<file path="config.mk">
export PLATFORM = sky130hd
export DESIGN_NAME = mem_write_control
export DESIGN_NICKNAME = d
export VERILOG_FILES = /design/src/rtl/mem_write_control.sv
export SDC_FILE = /design/constraint.sdc
export NUM_CORES = 1
export LEC_CHECK = 0
export ABC_AREA = 1
export BUFFER_PORTS_ARGS = -buffer_cell sky130_fd_sc_hd__buf_4
export CORE_ASPECT_RATIO = 1.75
export CORE_UTILIZATION = 35
export CTS_CLUSTER_DIAMETER = 40
export DETAILED_ROUTE_END_ITERATION = 7
export HOLD_SLACK_MARGIN = 0.05
export PLACE_DENSITY = 0.58
export SKIP_CTS_REPAIR_TIMING = 1
export SYNTH_ARGS = -nofsm -noshare
export SYNTH_HDL_FRONTEND = slang
export SYNTH_SLANG_ARGS = --single-unit
</file>
<file path="constraint.sdc">
create_clock -name clk_mem -period 1.2 [get_ports clk_mem]
set_input_delay 0.12 -clock clk_mem [delete_from_list [all_inputs] [get_ports clk_mem]]
set_output_delay 0.12 -clock clk_mem [all_outputs]
set_load 0.01 [all_outputs]
</file>
<file path="src/rtl/mem_write_control.sv">
// mem_write_control
//   Drains bytes from the upstream FIFO and writes them into the BRAM at
//   consecutive addresses. A start pulse latches the base address and the
//   transfer length. The block then alternates FIFO reads and BRAM writes,
//   at two cycles per word, until the length is exhausted. It pulses done
//   for one cycle when the transfer completes. An abort returns the block to
//   IDLE without a done pulse.
//
// Ports
//   clk_mem       in   memory-domain clock, rising edge
//   reset_n       in   asynchronous active-low reset
//   start         in   begin a transfer (only honoured in IDLE)
//   abort         in   cancel the transfer; overrides every other input
//   base_addr     in   first BRAM write address, latched on start
//   xfer_len      in   number of words to move (0..2**ADDR_W), latched on start
//   fifo_empty    in   upstream FIFO empty flag
//   fifo_rd_data  in   FIFO read data, valid the cycle after fifo_rd_en
//   fifo_rd_en    out  FIFO read strobe
//   bram_we       out  BRAM write enable
//   bram_addr     out  BRAM write address
//   bram_wdata    out  BRAM write data
//   busy          out  high in every state except IDLE
//   done          out  one-cycle pulse on successful completion
//   wr_count      out  words written in the current or last transfer
module mem_write_control #(
    parameter int DATA_W = 8,
    parameter int ADDR_W = 8
) (
    input  logic              clk_mem,
    input  logic              reset_n,
    input  logic              start,
    input  logic              abort,
    input  logic [ADDR_W-1:0] base_addr,
    input  logic [ADDR_W:0]   xfer_len,
    input  logic              fifo_empty,
    input  logic [DATA_W-1:0] fifo_rd_data,
    output logic              fifo_rd_en,
    output logic              bram_we,
    output logic [ADDR_W-1:0] bram_addr,
    output logic [DATA_W-1:0] bram_wdata,
    output logic              busy,
    output logic              done,
    output logic [ADDR_W:0]   wr_count
);

    typedef enum logic [1:0] {
        IDLE  = 2'd0,
        FETCH = 2'd1,
        WRITE = 2'd2,
        DONE  = 2'd3
    } state_t;

    state_t            state;
    logic [ADDR_W-1:0] addr_reg;
    logic [ADDR_W:0]   remaining;

    // A write that is under way in the same cycle as an abort still
    // completes and is counted. Only the transition back to FETCH or DONE is
    // suppressed.
    always_ff @(posedge clk_mem or negedge reset_n) begin
        if (!reset_n) begin
            state     <= IDLE;
            addr_reg  <= '0;
            remaining <= '0;
            wr_count  <= '0;
        end else begin
            case (state)
                IDLE: begin
                    if (start && !abort) begin
                        addr_reg  <= base_addr;
                        remaining <= xfer_len;
                        wr_count  <= '0;
                        state     <= (xfer_len != '0) ? FETCH : DONE;
                    end
                end
                FETCH: begin
                    if (abort)
                        state <= IDLE;
                    else if (!fifo_empty)
                        state <= WRITE;
                end
                WRITE: begin
                    addr_reg  <= addr_reg + ADDR_W'(1);
                    remaining <= remaining - (ADDR_W+1)'(1);
                    wr_count  <= wr_count + (ADDR_W+1)'(1);
                    if (abort)
                        state <= IDLE;
                    else if (remaining == (ADDR_W+1)'(1))
                        state <= DONE;
                    else
                        state <= FETCH;
                end
                DONE: begin
                    state <= IDLE;
                end
                default: begin
                    state <= IDLE;
                end
            endcase
        end
    end

    // The FIFO is popped in FETCH. Its data therefore arrives in WRITE and
    // goes straight through to the BRAM. Because the two strobes are decoded
    // from different states, they can never be high together.
    assign fifo_rd_en = (state == FETCH) && !fifo_empty;
    assign bram_we    = (state == WRITE);
    assign bram_addr  = addr_reg;
    assign bram_wdata = (state == WRITE) ? fifo_rd_data : '0;
    assign busy       = (state != IDLE);
    assign done       = (state == DONE);

endmodule

</file>
==> flow_summary.toml <==
[run_status]
status = "finished, violations left"
failed_checks = "setup timing"

[floorplan]
start_util_pct = 36.3
ios = 59
row_count = 34
die_w_um = 56.3
die_area_mm2 = 0.00546
die_h_um = 97.0
coreArea_mm2 = 0.00498

[synth]
yosys_warnings = 0
syn_area_mm2 = 0.00181
synth_cell_type_count = 23
synth_cells = 263
synth_top_area_share_pct = 38.8
ys_seq_area_share_pct = 38.8
synth.largest_area_cell = "dfrtp_1"
synth_nets = 297
synth-seq-cells = 28
netlist_top_cells_area = "dfrtp_1 (39%), nand2_1 (14%), inv_1 (10%), nand3_1 (8.3%), nor2_1 (5.6%)"
syn_avg_cell_area_um2 = 6.87

[place]
portBuffers = 58
pre_cts_slack_ns = -0.0940
placed_area_mm2 = 0.00247
dp.final_hpwl_mm = 3.89
place.gp.congestion = 0.805

[final_layout]
multiInputGateArea_mm2 = 0.00107
fill_cells = 499
drive_above_1_share_pct = 40.2
seq_area_um2 = 706
diodes = 0
syn_to_final_growth_pct = 61.2
fin_nets = 388
final_area_mm2 = 0.00291
fin_util_pct = 58.5
final_common_cell = "buf_4"
mostFrequentLayoutCells = "buf_4 (68), nand2_1 (64), inv_1 (44)"

[critical_path]
worstPathArrival_ns = 1.32
worstRegToRegCells = 8
worst-path-max-fanout = 8
critPathLaunch = "state[1]"
critPathLaunchType = "register"
worst_ep_required_time_ns = 1.08
critPathKind = "register to output pin"
reg2reg_from = "state[1]"
end_kind = "output pin"

[drt]
wirelength_mm = 5.45
ant_nets = 0
post-route-drc-count = 0
dr.pass1.iters = 4
drt_iter0_drc = 23
vias = 2023
avgViaCountPerCell = 4.97
wl_per_cell_um = 13.4

[clock_network]
clk_pin_slew_ns = 0.11
cts_tree = "done"
clockBufferDepth = 2
clk_latency_ns = 0.28
htree_levels = 1
cts_buffers = 3
cts_sinks = 28
cts-root-buf = "clkbuf_8"

[flow_run]
maxCapViolCount = 0

[sta]
min_period_over_period_pct = 120
hold_viol_final = 0
setup_viol = 38
rsz0062_at_grt = "yes"
relSlewSlack_pct = 74.3
tightest_slew_ns = 0.385
fin_ws_ns = -0.239
clock.fmax_mhz = 695
tns_ns = -4.23
post-route-min-period_ns = 1.44
whs_ns = 0.0572
skew_ns = 0.00511
slew_viol_final = 0

[grt]
grt_pass1_wl_mm = 8.31
grt_pass1_vias = 1942
grt_usage_pct = 18.9
grt.overflow.total = 0
grt_max_degree = 29
antenna_found_initial = 0

[min_path]
holdCritStartpoint = "base_addr[2]"
hold_depth = 3
holdCritPathClass = "input port to register"

[pwr]
max-vdd-ir-drop_uv = 1380
leakagePower_nw = 1.50
power.density_mw_per_mm2 = 2270
Yosys cell counts:
cell type and n:
nand2_1 65, inv_1 50, nand3_1 30, dfrtp_1 28, nor2_1 27, o21ai_0 15
a21oi_1 6, nand4_1 6, o211ai_1 5, ha_1 4, nor3_1 4, buf_2 3
inv_2 3, o21ai_2 3, buf_6 2, nand2_4 2, o21a_1 2, o21bai_1 2
o22ai_1 2, nand3b_1 1, nor2_4 1, o21ai_1 1, xnor2_1 1
worst max-delay path: stages (launching register included):
cell	delay, ns
dfrtp_1	0.42
inv_2	0.07
nor2_4	0.16
inv_4	0.07
buf_12	0.15
nor2_4	0.08
buf_6	0.10
flip-flops by register name, summed over array words and instances (netlist names):
| signal | count |
|---|---|
| state | 2 |
| remaining | 9 |
| wr_count | 9 |
| bram_addr | 8 |
layer usage:
layer	part of all wire, %	GRT usage, %	routed length, µm	vias to the layer above
li1	-	-	-	1015
met1	40	20.9	2170	962
met2	56	36.2	3070	40
met3	2.7	2.14	146	6
met4	1.1	6.19	61	0
met5	0	0	0	-
power by group:
group          internal (mW)  switching (mW)
sequential              1.35           0.447
clock                  0.294           0.317
combinational           2.04            2.16
total                   3.69            2.92
final timing paths:
kind	endpoint	slack [ns]
max	bram_wdata[3]	-0.24
min	bram_addr[2]	0.06
min reg2reg	wr_count[7]	0.55
max reg2reg	remaining[0]	-0.14
min in group asynchronous	remaining[8]	0.31
max in group asynchronous	wr_count[2]	0.60
layout make-up:
cell class | count | area share, %
timing repair buffer | 91 | 27.9
inverter | 53 | 6.92
sequential | 28 | 24.2
tap | 54 | 2.32
multi-input combinational | 177 | 36.8
clock buffer | 4 | 1.89
logic make-up after synthesis:
group / count (synthesis) / synth area share (%)
and+or+nand+nor: 136 / 32.9
adders and majority gates: 4 / 2.77
xor gates and xnor gates: 1 / 0.485
DFF: 28 / 38.8
AOI/OAI and AO/OA: 36 / 12.0
buffers and inverters: 58 / 13.1
stage by stage:
step	power, mW	std cells
after floorplan	3.51	263
after global placement	4.94	393
after detailed placement	5.00	393
after CTS	5.62	397
after global routing	7.13	407
final	6.61	407
Power figures use the tool's default switching activity.
